$ cat src/rtl/sc_stream_decoder_if.sv
// Handshake bundle between a stochastic bitstream source/consumer and
// sc_stream_decoder. The decoder uses the slave view; the environment
// driving bits and accepting results uses the master view.
interface sc_stream_decoder_if #(
    parameter int DATAWD = 8
);
    logic              iStart;
    logic              iBit;
    logic              iBitValid;
    logic              iReady;
    logic [DATAWD-1:0] oValue;
    logic              oValid;
    logic              oSat;
    logic              oBusy;

    // Decoder side
    modport slave (
        input  iStart,
        input  iBit,
        input  iBitValid,
        input  iReady,
        output oValue,
        output oValid,
        output oSat,
        output oBusy
    );

    // Bitstream producer / result consumer side
    modport master (
        output iStart,
        output iBit,
        output iBitValid,
        output iReady,
        input  oValue,
        input  oValid,
        input  oSat,
        input  oBusy
    );
endinterface

$ cat src/rtl/sc_stream_decoder.sv
// Stochastic-to-binary converter. Counts the 1s in a unipolar bitstream over
// a window of exactly 2^DATAWD valid bits and presents the count on a
// valid/ready handshake. A full window of ones (2^DATAWD) saturates to
// all-ones and raises oSat. With Sobol-driven comparator encoders, a value v
// encoded over one full period decodes back to exactly v.
module sc_stream_decoder #(
    parameter int DATAWD       = 8,
    parameter bit AUTO_RESTART = 1'b0
) (
    input  logic                clk,
    input  logic                rst,
    sc_stream_decoder_if.slave  bus
);

    // Counters are one bit wider than the result so that a window of all
    // ones (2^DATAWD) and the final bit index are both representable.
    localparam logic [DATAWD:0] LP_WIN  = {1'b1, {DATAWD{1'b0}}};
    localparam logic [DATAWD:0] LP_LAST = {1'b0, {DATAWD{1'b1}}};
    localparam logic [DATAWD:0] LP_ONE  = {{DATAWD{1'b0}}, 1'b1};

    typedef enum logic [1:0] {
        S_IDLE  = 2'd0,
        S_ACCUM = 2'd1,
        S_HOLD  = 2'd2
    } state_t;

    state_t              r_state;
    state_t              w_state_nxt;
    logic                w_clr;
    logic                w_last;
    logic [DATAWD:0]     r_cnt;
    logic [DATAWD:0]     r_idx;
    logic [DATAWD:0]     w_cnt_inc;
    logic                w_full;
    logic [DATAWD-1:0]   r_value;
    logic                r_sat;

    // Count including the bit on the input this cycle; only committed when
    // the bit is valid during ACCUM.
    assign w_cnt_inc = r_cnt + {{DATAWD{1'b0}}, bus.iBit};
    assign w_full    = (w_cnt_inc == LP_WIN);

    // The bit that brings the index to 2^DATAWD closes the window and is
    // itself part of the count.
    assign w_last = (r_state == S_ACCUM) && bus.iBitValid && (r_idx == LP_LAST);

    // State register
    always_ff @(posedge clk) begin
        if (rst) begin
            r_state <= S_IDLE;
        end else begin
            r_state <= w_state_nxt;
        end
    end

    // Next-state logic; w_clr zeroes the counters as a new window opens
    always_comb begin
        w_state_nxt = r_state;
        w_clr       = 1'b0;
        case (r_state)
            S_IDLE: begin
                // The bit on the start cycle is not counted: the counters
                // are being cleared on this edge.
                if (bus.iStart) begin
                    w_state_nxt = S_ACCUM;
                    w_clr       = 1'b1;
                end
            end
            S_ACCUM: begin
                if (w_last) begin
                    w_state_nxt = S_HOLD;
                end
            end
            S_HOLD: begin
                // Anything on the bit inputs during HOLD is dropped, so with
                // auto-restart the next window begins one cycle later.
                if (bus.iReady) begin
                    if (AUTO_RESTART) begin
                        w_state_nxt = S_ACCUM;
                        w_clr       = 1'b1;
                    end else begin
                        w_state_nxt = S_IDLE;
                    end
                end
            end
            default: begin
                w_state_nxt = S_IDLE;
            end
        endcase
    end

    // Ones count and bit index; gaps in iBitValid leave both untouched
    always_ff @(posedge clk) begin
        if (rst) begin
            r_cnt <= '0;
            r_idx <= '0;
        end else if (w_clr) begin
            r_cnt <= '0;
            r_idx <= '0;
        end else if ((r_state == S_ACCUM) && bus.iBitValid) begin
            r_idx <= r_idx + LP_ONE;
            r_cnt <= w_cnt_inc;
        end
    end

    // Result registers, loaded as the window closes and held (through HOLD
    // and afterwards in IDLE) until the next window closes
    always_ff @(posedge clk) begin
        if (rst) begin
            r_value <= '0;
            r_sat   <= 1'b0;
        end else if (w_last) begin
            r_value <= w_full ? {DATAWD{1'b1}} : w_cnt_inc[DATAWD-1:0];
            r_sat   <= w_full;
        end
    end

    assign bus.oValue = r_value;
    assign bus.oSat   = r_sat;
    assign bus.oValid = (r_state == S_HOLD);
    assign bus.oBusy  = (r_state == S_ACCUM);

endmodule

$ cat src/flat_wrapper.sv
// flat-port wrapper written by rule: the top's interface ports become plain ports
module sc_stream_decoder_flat 
#(
    parameter int DATAWD       = 8,
    parameter bit AUTO_RESTART = 1'b0
)
  (clk, rst, bus_iStart, bus_iBit, bus_iBitValid, bus_iReady, bus_oValue, bus_oValid, bus_oSat, bus_oBusy);
  sc_stream_decoder_if #(.DATAWD(DATAWD)) bus_i ();
  input  logic clk;
  input  logic rst;
  input wire logic [$bits(bus_i.iStart)-1:0] bus_iStart;
  input wire logic [$bits(bus_i.iBit)-1:0] bus_iBit;
  input wire logic [$bits(bus_i.iBitValid)-1:0] bus_iBitValid;
  input wire logic [$bits(bus_i.iReady)-1:0] bus_iReady;
  output wire logic [$bits(bus_i.oValue)-1:0] bus_oValue;
  output wire logic [$bits(bus_i.oValid)-1:0] bus_oValid;
  output wire logic [$bits(bus_i.oSat)-1:0] bus_oSat;
  output wire logic [$bits(bus_i.oBusy)-1:0] bus_oBusy;
  assign bus_i.iStart = bus_iStart;
  assign bus_i.iBit = bus_iBit;
  assign bus_i.iBitValid = bus_iBitValid;
  assign bus_i.iReady = bus_iReady;
  assign bus_oValue = bus_i.oValue;
  assign bus_oValid = bus_i.oValid;
  assign bus_oSat = bus_i.oSat;
  assign bus_oBusy = bus_i.oBusy;
  sc_stream_decoder #(.DATAWD(DATAWD), .AUTO_RESTART(AUTO_RESTART)) u_core (.clk(clk), .rst(rst), .bus(bus_i));
endmodule
$ cat config.mk
export PLATFORM = sky130hd
export DESIGN_NAME = sc_stream_decoder_flat
export DESIGN_NICKNAME = d
export VERILOG_FILES = /design/src/rtl/sc_stream_decoder_if.sv /design/src/rtl/sc_stream_decoder.sv /design/src/flat_wrapper.sv
export SDC_FILE = /design/constraint.sdc
export NUM_CORES = 1
export LEC_CHECK = 0
export ABC_AREA = 1
export CORE_MARGIN = 2
export CORE_UTILIZATION = 30
export DETAILED_ROUTE_END_ITERATION = 12
export SLEW_MARGIN = 20
export SYNTH_ARGS = -nofsm -noshare
export SYNTH_HDL_FRONTEND = slang
export SYNTH_SLANG_ARGS = --single-unit
export TNS_END_PERCENT = 5
$ cat constraint.sdc
create_clock -name clk -period 4.65 [get_ports clk]
set_input_delay 0.93 -clock clk [delete_from_list [all_inputs] [get_ports clk]]
set_output_delay 0.93 -clock clk [all_outputs]
set_load 0.03 [all_outputs]
==> results of run 1 <==
## stage by stage
step,hold slack (ns),total power [mW],worst slack [ns],utilization (%)
6_report,0.468,0.478,2.09,36.9
5_1_grt,0.511,0.497,1.88,36.9
4_1_cts,0.473,0.484,2.07,36.9
3_5_place_dp,0.464,0.297,1.79,35.3
3_3_place_gp,0.464,0.297,1.79,35.3
2_1_floorplan,0.443,0.285,2.41,-
## logic make-up after synthesis
| family | count (synthesis) | share of synthesized area [%] |
|---|---|---|
| AOI/OAI and AO/OA | 34 | 12.7 |
| xor gates and xnor gates | 1 | 0.608 |
| adders and majority gates | 4 | 3.48 |
| buffers and inverters | 33 | 9.30 |
| DFF | 29 | 40.3 |
| and+or+nand+nor | 109 | 33.6 |
## routing by layer
layer,vias up,part of all wire (%)
met1,566,50
met2,15,44
met4,0,2.5
met3,7,3.0
met5,-,0
li1,699,-
## placed cells by master (no fill, tap or decap), drive strengths merged, types with 4 or more instances in the layout
master	instances
nor3	5
clkbuf	5
dfxtp	29
nand3	9
clkdlybuf4s50	16
a21oi	15
nand2	54
o21ai	14
inv	28
nor2	38
ha	4
## worst max-delay path: cells and delay by family
kind | cells | cell delay [ns]
xor+xnor | 1 | 0.28
buf+inv | 1 | 0.46
fa+ha+maj | 2 | 0.45
simple gates | 5 | 0.65
## sequential cells by signal (all words and copies together) (netlist names)
name	flops
u_core.bus.oSat	1
u_core.r_idx	9
u_core.bus.oValue	8
u_core.r_cnt	9
u_core.r_state	2
## how the worst max path moves through the flow
stage | start | cells past startpoint | endpoint
after global placement | bus_iBit | 9 | u_core.bus.oValue[6]$_SDFFE_PP0P_
after floorplan | bus_iBit | 9 | u_core.bus.oSat$_SDFFE_PP0P_
final | bus_iBit | 9 | u_core.bus.oValue[6]$_SDFFE_PP0P_
after CTS | bus_iBit | 9 | u_core.bus.oValue[0]$_SDFFE_PP0P_
after global routing | rst | 6 | u_core.r_cnt[8]$_SDFFE_PP0N_
after detailed placement | bus_iBit | 9 | u_core.bus.oValue[0]$_SDFFE_PP0P_
## power by group through the flow
stage | Combinational, mW | Clock (mW) | Sequential (mW)
2_1_floorplan | 0.0240 | 0 | 0.261
3_5_place_dp | 0.0352 | 0 | 0.262
6_report | 0.0348 | 0.187 | 0.257
5_1_grt | 0.0396 | 0.200 | 0.258
4_1_cts | 0.0354 | 0.192 | 0.257
3_3_place_gp | 0.0351 | 0 | 0.262
## layout make-up
cell class                 instances  share of cell area [%]
timing repair buffer              17                    9.75
inverter                          28                    6.11
tap                               54                    3.93
sequential                        29                    33.7
clock inverter                     1                   0.291
clock buffer                       5                    4.00
multi-input combinational        148                    42.2
## synthesized netlist by cell type, types with 2 or more instances
master                     count  area, um^2
sky130_fd_sc_hd__nand4_1       2        12.5
sky130_fd_sc_hd__ha_1          4        50.1
sky130_fd_sc_hd__buf_2         2        10.0
sky130_fd_sc_hd__nor2_1       33         124
sky130_fd_sc_hd__inv_2         2        7.51
sky130_fd_sc_hd__inv_1        26        97.6
sky130_fd_sc_hd__a21oi_1      15        75.1
sky130_fd_sc_hd__nand2_1      53         199
sky130_fd_sc_hd__nor2_4        3        33.8
sky130_fd_sc_hd__o211ai_1      3        22.5
sky130_fd_sc_hd__nor2_2        2        12.5
sky130_fd_sc_hd__nand3_2       3        30.0
sky130_fd_sc_hd__o21ai_0      12        60.1
sky130_fd_sc_hd__clkbuf_1      2        7.51
sky130_fd_sc_hd__nand3_1       6        30.0
sky130_fd_sc_hd__o21ai_1       2        10.0
sky130_fd_sc_hd__nor3_1        5        25.0
sky130_fd_sc_hd__dfxtp_1      29         581
==> tab_implementation.tex, run 1 <==
\begin{tabular}{lr}
\hline
Metric & Value \\
\hline
\multicolumn{2}{l}{\textbf{Critical path}} \\
Type of element launching the critical path & input pin \\
Slowest stage cell on the critical path & sky130\_fd\_sc\_hd\_\_clkdlybuf4s50\_1 \\
Data required time at the worst endpoint & 4.86 ns \\
Critical Path Sink Type & register \\
Crit Path Max Fanout & 9 \\
Ordered cell list for the critical path & clkdlybuf4s50\_1 > ha\_1 > ha\_1 > nand3\_2 > xor2\_1 > nand3\_1 > nor2\_4 > nor2\_1 > nor2\_1 \\
Kind of critical path & input pin to register \\
Capture point of the worst reg-to-reg path & u\_core.bus.oValue[6]\$\_SDFFE\_PP0P\_ \\
Launching point of the worst reg2reg path & u\_core.r\_idx[0]\$\_SDFFE\_PP0N\_ \\
Number of cells traversed by the worst register-to-register path & 14 \\
Register-to-register setup slack & 2.49 ns \\
Critical path data arrival time & 2.77 ns \\
Slowest Stage Delay on Critical Path & 0.46 ns \\
\multicolumn{2}{l}{\textbf{CTS}} \\
Clock tree from TritonCTS & yes \\
Number of levels the H-tree was split into & 2 \\
Hold buffer count at cts & 0 \\
Post-CTS clock slew at the launch and capture registers of the worst setup and hold paths & 0.06 ns \\
Clock Tree Buf Depth & 2 \\
CTS-repair resized insts & 0 \\
Clock latency on the worst-skew pair & 0.27 ns \\
Clock sink total & 29 \\
Setup fix buffers added after clock tree synthesis & 0 \\
Clock root cell & sky130\_fd\_sc\_hd\_\_clkbuf\_8 \\
Number of CTS-inserted buffers & 5 \\
\multicolumn{2}{l}{\textbf{Synth}} \\
Sequential cell area fraction in the yosys report & 40.3\% \\
Cell Area, Synth & 1440 um\^{}2 \\
Share of synthesized registers carrying an async set or reset & 0\% \\
Gate count after technology mapping & 210 \\
Most frequently used flop master after synthesis & sky130\_fd\_sc\_hd\_\_dfxtp\_1 \\
Yosys warning count & 0 \\
Seq cells post-synth & 29 \\
Number of enable-type register cells in the synthesized netlist & 0 \\
Cell variety after synth & 24 \\
Net count after synthesis & 220 \\
Average size of a mapped cell & 6.86 um\^{}2 \\
\multicolumn{2}{l}{\textbf{Pwr}} \\
Internal Dissipation & 364 uW \\
Part of the total power dissipated in sequential elements & 53.7\% \\
Gate power share & 7.3\% \\
Sw Share & 24.0\% \\
Switching power of the nets & 115 uW \\
Total power per unit cell area & 278 nW/um\^{}2 \\
Maximum ir drop on the vdd rail & 0.000193 V \\
Leakage Power & 0.678 nW \\
Clk pwr share & 39.0\% \\
\multicolumn{2}{l}{\textbf{Floorplanning}} \\
Y dimension of the die & 73.3 um \\
Core area & 4660 um\^{}2 \\
Die outline width & 73.3 um \\
Initial Util & 30.9\% \\
Number of placement rows & 25 \\
Area of the die & 5370 um\^{}2 \\
I/O pin total & 17 \\
\multicolumn{2}{l}{\textbf{Job}} \\
Max Cap Viol & 0 \\
\multicolumn{2}{l}{\textbf{Timing}} \\
Post-route clock skew & 0.00240 ns \\
Number of max-slew violations in the final report & 0 \\
Hold Violations, Final & 0 \\
Number of endpoints failing setup at the final stage & 0 \\
Relative slew slack & 59.0\% \\
Aggregate negative setup slack & 0 ns \\
Fin crit period & 2.56 ns \\
Portion of the clock cycle consumed by the worst path in the final layout & 55.1\% \\
Setup repair after global routing missed its margin & no \\
Worst-Margin Slew & 0.612 ns \\
Peak Freq & 0.390 GHz \\
\multicolumn{2}{l}{\textbf{Layout}} \\
Final layout net count & 239 \\
Layout overhead on the synthesized area & 19.5\% \\
Footprint of the multi-input gates & 726 um\^{}2 \\
Number of standard cells in the layout, taps in and fillers out & 282 \\
Fraction of final layout cells with drive strength greater than 1 & 8.33\% \\
Total area of sequential cells & 581 um\^{}2 \\
Number of inserted diodes & 0 \\
Number of fill cells in the layout & 497 \\
Post-route cell area & 1720 um\^{}2 \\
\multicolumn{2}{l}{\textbf{Placement}} \\
Sum of net half-perimeters after detailed placement & 2030 um \\
Port-buffer cells & 16 \\
Placed Instances & 276 \\
Final weighted congestion in routability-driven placement & 0.733 \\
Cell area after placement & 1650 um\^{}2 \\
\multicolumn{2}{l}{\textbf{Detailed routing}} \\
First-pass iteration count of the detailed router & 4 \\
Total wire length & 2780 um \\
DRC violation total after the first TritonRoute iteration & 60 \\
Post-detailed-route DRC marker count & 0 \\
Wire length per cell & 9.87 um \\
Total via count after detailed routing & 1287 \\
Post-DRT Antenna Nets & 0 \\
Via density per instance & 4.56 \\
\multicolumn{2}{l}{\textbf{Global route}} \\
GRT met3 Usage & 2.88\% \\
Global routing met2 resource utilization & 18.0\% \\
Wire length of the first global-routing pass & 4860 um \\
Maximum number of pins on one net before global-route repair & 23 \\
GRT Util Overall & 11.8\% \\
Layer with the highest usage & met2 \\
Initial antenna violation count & 0 \\
Number of global-route vias before repair & 1121 \\
Final global-route overflow total & 0 \\
Met1 usage in global routing & 15.1\% \\
\multicolumn{2}{l}{\textbf{Hold path}} \\
Classification of the worst-slack hold path & register to register \\
Hold path startpoint & u\_core.r\_idx[5]\$\_SDFFE\_PP0N\_ \\
Number of cells on the worst hold path & 2 \\
Hold worst-path end & u\_core.r\_idx[5]\$\_SDFFE\_PP0N\_ \\
\multicolumn{2}{l}{\textbf{Status}} \\
Status & finished clean \\
\hline
\end{tabular}
(Power assumes the default switching activity.)
==> run 2: changes to the inputs <==
clock period = 2.25 ns   (was 4.65 ns; I/O delays follow)
==> run 2 against run 1 <==
  * Wire length rose by 5.5%
  * Utilization rose by 2.1 points
  * Worst setup slack got worse by 1.8 ns
  * First-iteration DRC count rose by 12%
  * Clock skew rose by 0.0021 ns
  * Non-clock buffer count rose by 8
  * Sequential share of layout area fell by 1.8 points
  * Die area did not move
  * Count of clock-buffer cells in the layout rose by 1
  * Register-to-register slack got worse by 2.2 ns
  * Sequential power rose by 110%
  * Critical path type is now register to register
  * Largest cell class unchanged
  * Largest power group unchanged
  * Highest routed layer unchanged
==> tab_implementation.tex, run 2 (synthesis gave the netlist of run 1 again) <==
\begin{tabular}{lr}
\hline
Metric & Value \\
\hline
\multicolumn{2}{l}{\textbf{Detailed routing}} \\
Wire length per cell & 10.0 um (+1.6\%) \\
First-pass iteration count of the detailed router & 4 (unchanged) \\
DRC violation total after the first TritonRoute iteration & 67 (+12\%) \\
Total via count after detailed routing & 1328 (+3.2\%) \\
Post-DRT Antenna Nets & 0 (unchanged) \\
Via density per instance & 4.53 (-0.69\%) \\
Total wire length & 2940 um (+5.5\%) \\
Post-detailed-route DRC marker count & 0 (unchanged) \\
\multicolumn{2}{l}{\textbf{Floorplanning}} \\
Area of the die & 5370 um\^{}2 (unchanged) \\
I/O pin total & 17 (unchanged) \\
Number of placement rows & 25 (unchanged) \\
Initial Util & 30.9\% (unchanged) \\
Y dimension of the die & 73.3 um (unchanged) \\
Core area & 4660 um\^{}2 (unchanged) \\
Die outline width & 73.3 um (unchanged) \\
\multicolumn{2}{l}{\textbf{Timing}} \\
Relative slew slack & 79.2\% (+20 points) \\
Setup repair after global routing missed its margin & no \\
Number of endpoints failing setup at the final stage & 0 (unchanged) \\
Number of max-slew violations in the final report & 0 (unchanged) \\
Fin crit period & 2.00 ns \\
Worst-Margin Slew & 0.310 ns (-0.302 ns) \\
Peak Freq & 0.499 GHz \\
Minimum hold slack & 0.477 ns (+0.00830 ns) \\
Portion of the clock cycle consumed by the worst path in the final layout & 89.0\% \\
Post-route clock skew & 0.00450 ns (+0.00210 ns) \\
Aggregate negative setup slack & 0 ns (unchanged) \\
Worst Slack Setup Final & 0.247 ns (-1.84 ns) \\
Hold Violations, Final & 0 (unchanged) \\
\multicolumn{2}{l}{\textbf{Critical path}} \\
Critical path data arrival time & 2.21 ns (-0.56 ns) \\
Crit Path Max Fanout & 5 (-4) \\
Data required time at the worst endpoint & 2.46 ns (-2.40 ns) \\
Kind of critical path & register to register \\
Critical Path Sink Type & register \\
Type of element launching the critical path & register \\
\multicolumn{2}{l}{\textbf{Layout}} \\
Post-route cell area & 1820 um\^{}2 (+5.7\%) \\
Commonest non-fill, non-tap cell in the layout & sky130\_fd\_sc\_hd\_\_nand2\_1 \\
Fraction of final layout cells with drive strength greater than 1 & 14.2\% (+5.9 points) \\
Utilization after layout & 39.0\% (+2.1 points) \\
Final layout net count & 248 (+3.8\%) \\
Number of standard cells in the layout, taps in and fillers out & 293 (+3.9\%) \\
Commonest cells after routing, fill and taps aside & sky130\_fd\_sc\_hd\_\_nand2\_1, sky130\_fd\_sc\_hd\_\_nor2\_1, sky130\_fd\_sc\_hd\_\_dfxtp\_1, sky130\_fd\_sc\_hd\_\_inv\_1, sky130\_fd\_sc\_hd\_\_clkdlybuf4s50\_1 \\
Number of inserted diodes & 0 (unchanged) \\
Layout overhead on the synthesized area & 26.3\% \\
Number of fill cells in the layout & 489 (-1.6\%) \\
\multicolumn{2}{l}{\textbf{Pwr}} \\
Switching power of the nets & 250 uW (+120\%) \\
Internal Dissipation & 769 uW (+110\%) \\
Maximum ir drop on the vdd rail & 0.000440 V (+130\%) \\
Sw Share & 24.5\% (+0.53 points) \\
Total power per unit cell area & 560 nW/um\^{}2 (+100\%) \\
Leakage Power & 0.721 nW (+6.4\%) \\
Part of the total power dissipated in sequential elements & 52.1\% (-1.6 points) \\
Total power & 1.02 mW (+110\%) \\
Clk pwr share & 39.8\% (+0.8 points) \\
Gate power share & 8.1\% (+0.8 points) \\
\multicolumn{2}{l}{\textbf{Global route}} \\
Number of global-route vias before repair & 1169 (+4.3\%) \\
GRT Util Overall & 11.8\% (-0.030 points) \\
Final global-route overflow total & 0 (unchanged) \\
Wire length of the first global-routing pass & 4820 um (-0.99\%) \\
Initial antenna violation count & 0 (unchanged) \\
Maximum number of pins on one net before global-route repair & 22 (-4.3\%) \\
\multicolumn{2}{l}{\textbf{CTS}} \\
Number of levels the H-tree was split into & 2 (unchanged) \\
Clock tree from TritonCTS & yes \\
Number of CTS-inserted buffers & 5 (unchanged) \\
Post-CTS clock slew at the launch and capture registers of the worst setup and hold paths & 0.06 ns (about the same) \\
Clock latency on the worst-skew pair & 0.28 ns (about the same) \\
Clock Tree Buf Depth & 2 (unchanged) \\
Setup fix buffers added after clock tree synthesis & 0 (unchanged) \\
Clock sink total & 29 (unchanged) \\
Clock root cell & sky130\_fd\_sc\_hd\_\_clkbuf\_8 \\
\multicolumn{2}{l}{\textbf{Placement}} \\
Sum of net half-perimeters after detailed placement & 2200 um (+8.0\%) \\
Placed Instances & 284 (+2.9\%) \\
Final weighted congestion in routability-driven placement & 0.772 (+5.3\%) \\
Port-buffer cells & 16 (unchanged) \\
Cell area after placement & 1710 um\^{}2 (+3.6\%) \\
Placement-stage worst setup slack & -0.0377 ns (-1.83 ns) \\
\multicolumn{2}{l}{\textbf{Job}} \\
Max Cap Viol & 0 (unchanged) \\
\multicolumn{2}{l}{\textbf{Status}} \\
Status & finished clean \\
\multicolumn{2}{l}{\textbf{Hold path}} \\
Classification of the worst-slack hold path & register to register \\
\hline
\end{tabular}
-- run 2: changes by cell type in the layout (fill, tap and decap cells not counted), sizes merged --
cell	delta
buf	+8
clkbuf	+1
clkinv	+1
nor2	+1
-- run 2: final timing paths --
check                               start                           endpoint  slack, ns  depth (start not counted)
max reg2reg  u_core.r_idx[1]$_SDFFE_PP0N_  u_core.bus.oValue[0]$_SDFFE_PP0P_       0.25                         14
min          u_core.r_cnt[0]$_SDFFE_PP0N_       u_core.r_cnt[0]$_SDFFE_PP0N_       0.48                          2
max          u_core.r_idx[1]$_SDFFE_PP0N_  u_core.bus.oValue[0]$_SDFFE_PP0P_       0.25                         14
min reg2reg  u_core.r_cnt[0]$_SDFFE_PP0N_       u_core.r_cnt[0]$_SDFFE_PP0N_       0.48                          2
-- run 2: final cells by class --
cell class              count  area [um^2]  area share, %
inverters                  28          105           5.78
well taps                  54         67.6           3.71
clock inverters             2         10.0          0.550
clock buffers               6         72.6           3.99
flip-flops and latches     29          582           32.0
multi-input cells         149          754           41.5
repair buffers             25          228           12.5
-- run 2: power by group through the flow --
stage	logic (mW)	registers [mW]	clock network, mW
after floorplan	0.0496	0.540	0
after global placement	0.0813	0.542	0
after detailed placement	0.0811	0.542	0
after CTS	0.0816	0.531	0.419
after global routing	0.0914	0.532	0.446
final	0.0823	0.531	0.405
-- run 2: timing repair --
| action | CTS | global route |
|---|---|---|
| hold buffers | 0 | 0 |
| resized for setup | 0 | 6 |
| setup endpoints to repair | 0 | 9 |
-- run 2: worst max-delay path, stage by stage (launching register included) --
cell and delay [ns]:
sky130_fd_sc_hd__dfxtp_1 0.36, sky130_fd_sc_hd__ha_2 0.19, sky130_fd_sc_hd__nand2_1 0.10, sky130_fd_sc_hd__nor3_2 0.15, sky130_fd_sc_hd__nand2_1 0.07, sky130_fd_sc_hd__nor2_1 0.09, sky130_fd_sc_hd__ha_1 0.14, sky130_fd_sc_hd__inv_1 0.08
sky130_fd_sc_hd__nor3_2 0.10, sky130_fd_sc_hd__nand3_1 0.08, sky130_fd_sc_hd__nor2_1 0.11, sky130_fd_sc_hd__nand3_2 0.13, sky130_fd_sc_hd__nor2_4 0.19, sky130_fd_sc_hd__nor2_1 0.06, sky130_fd_sc_hd__nor2_1 0.09
-- run 2: per-layer routing --
| layer | up-vias | wire [um] | global-route usage [%] |
|---|---|---|---|
| met5 | - | 0 | 0 |
| met4 | 0 | 36 | 4.94 |
| met2 | 16 | 1410 | 19.6 |
| li1 | 720 | - | - |
| met3 | 4 | 96 | 4.12 |
| met1 | 588 | 1390 | 13.7 |
==> run 3: changes to the inputs <==
CORE_MARGIN = unset   (was 2)
==> run 3 against run 2 <==
  * The run now ends with design-rule violations left
  * Register-to-register slack got worse by 0.09 ns
  * Total power is 1.4% higher
  * Critical path depth stayed put
  * Clock skew fell by 0.0023 ns
  * Count of clock-buffer cells in the layout rose by 1
  * Utilization up 1.8 points
  * Non-clock buffer count grew 1
  * Fmax down 4.5%
  * Cell count shrank 0.68%
  * Critical path type unchanged
  * Critical endpoint is now u_core.bus.oValue[5]$_SDFFE_PP0P_
==> tab_implementation.tex, run 3 (synthesis gave the netlist of run 1 again) <==
\begin{tabular}{lr}
\hline
Metric & Value \\
\hline
\multicolumn{2}{l}{\textbf{Timing}} \\
Fin crit period & 2.10 ns (+0.0939 ns) \\
Number of max-slew violations in the final report & 0 (unchanged) \\
Portion of the clock cycle consumed by the worst path in the final layout & 93.2\% (+4.2 points) \\
Relative slew slack & 79.1\% (-0.10 points) \\
Post-route clock skew & 0.00220 ns (-0.00230 ns) \\
Number of endpoints failing setup at the final stage & 0 (unchanged) \\
Worst-Margin Slew & 0.312 ns (+0.00149 ns) \\
Hold Violations, Final & 0 (unchanged) \\
Peak Freq & 0.477 GHz (-4.5\%) \\
Aggregate negative setup slack & 0 ns (unchanged) \\
Worst Slack Setup Final & 0.153 ns (-0.0939 ns) \\
\multicolumn{2}{l}{\textbf{Status}} \\
Failing checks & design-rule violations \\
Status & finished with violations \\
\multicolumn{2}{l}{\textbf{Global route}} \\
Wire length of the first global-routing pass & 5100 um (+5.9\%) \\
Initial antenna violation count & 0 (unchanged) \\
Number of global-route vias before repair & 1202 (+2.8\%) \\
Final global-route overflow total & 0 (unchanged) \\
GRT Util Overall & 12.9\% (+1.1 points) \\
Maximum number of pins on one net before global-route repair & 22 (unchanged) \\
\multicolumn{2}{l}{\textbf{Critical path}} \\
Total stage count of the critical path & 14 (unchanged) \\
Data required time at the worst endpoint & 2.46 ns (about the same) \\
Ordered cell list for the critical path & ha\_2 > nand2\_1 > nor3\_2 > nand2\_1 > nor2\_1 > ha\_1 > inv\_1 > nor3\_2 > nand3\_1 > nor2\_2 > nand3\_2 > nor2\_2 > nor2\_1 > nor2\_1 \\
Critical Path Sink Type & register \\
CP delay by family, top & simple AND/OR/NAND/NOR gates \\
Combined buffer and inverter count along the critical path & 1 (unchanged) \\
Slowest stage cell on the critical path & sky130\_fd\_sc\_hd\_\_dfxtp\_2 \\
Kind of critical path & register to register \\
Critical path data arrival time & 2.31 ns (+0.10 ns) \\
Number of cells traversed by the worst register-to-register path & 14 (unchanged) \\
Crit Path Max Fanout & 4 (-1) \\
Type of element launching the critical path & register \\
Most used cell, CP & sky130\_fd\_sc\_hd\_\_nor2\_1 \\
Slowest Stage Delay on Critical Path & 0.35 ns (about the same) \\
\multicolumn{2}{l}{\textbf{CTS}} \\
Number of CTS-inserted buffers & 5 (unchanged) \\
Number of levels the H-tree was split into & 2 (unchanged) \\
Clock root cell & sky130\_fd\_sc\_hd\_\_clkbuf\_8 \\
Clock sink total & 29 (unchanged) \\
Clock tree from TritonCTS & yes \\
Post-CTS clock slew at the launch and capture registers of the worst setup and hold paths & 0.06 ns (about the same) \\
Clock Tree Buf Depth & 2 (unchanged) \\
Clock latency on the worst-skew pair & 0.27 ns (about the same) \\
\multicolumn{2}{l}{\textbf{Detailed routing}} \\
DRC violation total after the first TritonRoute iteration & 74 (+10\%) \\
Total via count after detailed routing & 1335 (+0.53\%) \\
Via density per instance & 4.59 (+1.2\%) \\
Total wire length & 2990 um (+1.6\%) \\
First-pass iteration count of the detailed router & 8 (+4) \\
Wire length per cell & 10.3 um (+2.3\%) \\
Post-DRT Antenna Nets & 0 (unchanged) \\
Post-detailed-route DRC marker count & 1 (+1) \\
\multicolumn{2}{l}{\textbf{Pwr}} \\
Maximum ir drop on the vdd rail & 0.000313 V (-29\%) \\
Part of the total power dissipated in sequential elements & 51.4\% (-0.7 points) \\
Leakage Power & 0.726 nW (+0.62\%) \\
Total power per unit cell area & 566 nW/um\^{}2 (+1.0\%) \\
Clk pwr share & 40.6\% (+0.8 points) \\
Switching power of the nets & 236 uW (-5.5\%) \\
Internal Dissipation & 798 uW (+3.7\%) \\
Gate power share & 8.0\% (about the same) \\
Sw Share & 22.8\% (-1.7 points) \\
\multicolumn{2}{l}{\textbf{Placement}} \\
Placed Instances & 282 (-0.70\%) \\
Port-buffer cells & 16 (unchanged) \\
Placement-stage worst setup slack & -0.0258 ns (+0.0118 ns) \\
Cell area after placement & 1700 um\^{}2 (-0.15\%) \\
Final weighted congestion in routability-driven placement & 0.719 (-6.9\%) \\
Sum of net half-perimeters after detailed placement & 2140 um (-2.7\%) \\
\multicolumn{2}{l}{\textbf{Layout}} \\
Commonest cells after routing, fill and taps aside & sky130\_fd\_sc\_hd\_\_nand2\_1, sky130\_fd\_sc\_hd\_\_nor2\_1, sky130\_fd\_sc\_hd\_\_dfxtp\_1, sky130\_fd\_sc\_hd\_\_inv\_1, sky130\_fd\_sc\_hd\_\_clkdlybuf4s50\_1 \\
Number of fill cells in the layout & 445 (-9.0\%) \\
Number of standard cells in the layout, taps in and fillers out & 291 (-0.68\%) \\
Total area of sequential cells & 583 um\^{}2 (+0.22\%) \\
Number of inserted diodes & 0 (unchanged) \\
Utilization after layout & 40.8\% (+1.8 points) \\
Final layout net count & 249 (+0.40\%) \\
Layout overhead on the synthesized area & 26.8\% \\
Commonest non-fill, non-tap cell in the layout & sky130\_fd\_sc\_hd\_\_nand2\_1 \\
Fraction of final layout cells with drive strength greater than 1 & 15.1\% (+0.84 points) \\
Post-route cell area & 1830 um\^{}2 (+0.41\%) \\
Footprint of the multi-input gates & 752 um\^{}2 (-0.33\%) \\
\multicolumn{2}{l}{\textbf{Floorplanning}} \\
Number of placement rows & 24 (-4.0\%) \\
Core area & 4470 um\^{}2 (-4.0\%) \\
Die outline width & 71.3 um (-2.7\%) \\
Area of the die & 5080 um\^{}2 (-5.4\%) \\
Initial Util & 32.2\% (+1.3 points) \\
Y dimension of the die & 71.3 um (-2.7\%) \\
I/O pin total & 17 (unchanged) \\
\multicolumn{2}{l}{\textbf{Job}} \\
Max Cap Viol & 0 (unchanged) \\
\multicolumn{2}{l}{\textbf{Hold path}} \\
Number of cells on the worst hold path & 2 (unchanged) \\
Classification of the worst-slack hold path & register to register \\
\hline
\end{tabular}
[run 3: repair_timing]
action	in CTS	in global routing
hold buffers	0	0
buffers inserted	0	1
gates resized for setup	0	7
endpoints found under the setup margin	0	9
[run 3: final cells by class]
class,instances,share of cell area (%)
clock buffers,7,4.73
inverters,28,5.75
multi-input cells,149,41.2
flip-flops and latches,29,31.9
well taps,52,3.56
repair buffers,26,12.9
[run 3: per-stage QoR]
stage                     total power, mW  hold WS [ns]
after detailed placement            0.624         0.469
after global placement              0.623         0.462
final                                1.03         0.474
after global routing                 1.09         0.495
after floorplan                     0.590         0.443
after CTS                            1.05         0.478
[run 3: final timing paths]
path	start	to	slack [ns]
setup / recovery	u_core.r_idx[0]$_SDFFE_PP0N_	u_core.bus.oValue[5]$_SDFFE_PP0P_	0.15
hold / removal	u_core.r_cnt[0]$_SDFFE_PP0N_	u_core.r_cnt[0]$_SDFFE_PP0N_	0.47
setup reg to reg	u_core.r_idx[0]$_SDFFE_PP0N_	u_core.bus.oValue[5]$_SDFFE_PP0P_	0.15
hold reg to reg	u_core.r_cnt[0]$_SDFFE_PP0N_	u_core.r_cnt[0]$_SDFFE_PP0N_	0.47
[run 3: per-layer routing]
| layer | up-vias | GRT usage (%) | routed length [um] |
|---|---|---|---|
| li1 | 725 | - | - |
| met1 | 583 | 16.0 | 1480 |
| met2 | 19 | 20.7 | 1350 |
| met3 | 8 | 3.23 | 100 |
| met4 | 0 | 6.67 | 53 |
| met5 | - | 0 | 0 |
[run 3: worst reg2reg max path, delay by kind of cell (launching register included)]
kind | cells | cell delay (ns)
simple gates | 11 | 1.25
flops | 1 | 0.35
fa+ha+maj | 2 | 0.35
buf+inv | 1 | 0.09
[run 3: power by group through the flow]
| stage | Sequential (mW) | Combinational, mW | Clock, mW |
|---|---|---|---|
| after floorplan | 0.540 | 0.0496 | 0 |
| after global placement | 0.542 | 0.0812 | 0 |
| after detailed placement | 0.542 | 0.0820 | 0 |
| after CTS | 0.531 | 0.0820 | 0.435 |
| after global routing | 0.532 | 0.0928 | 0.462 |
| final | 0.531 | 0.0823 | 0.420 |
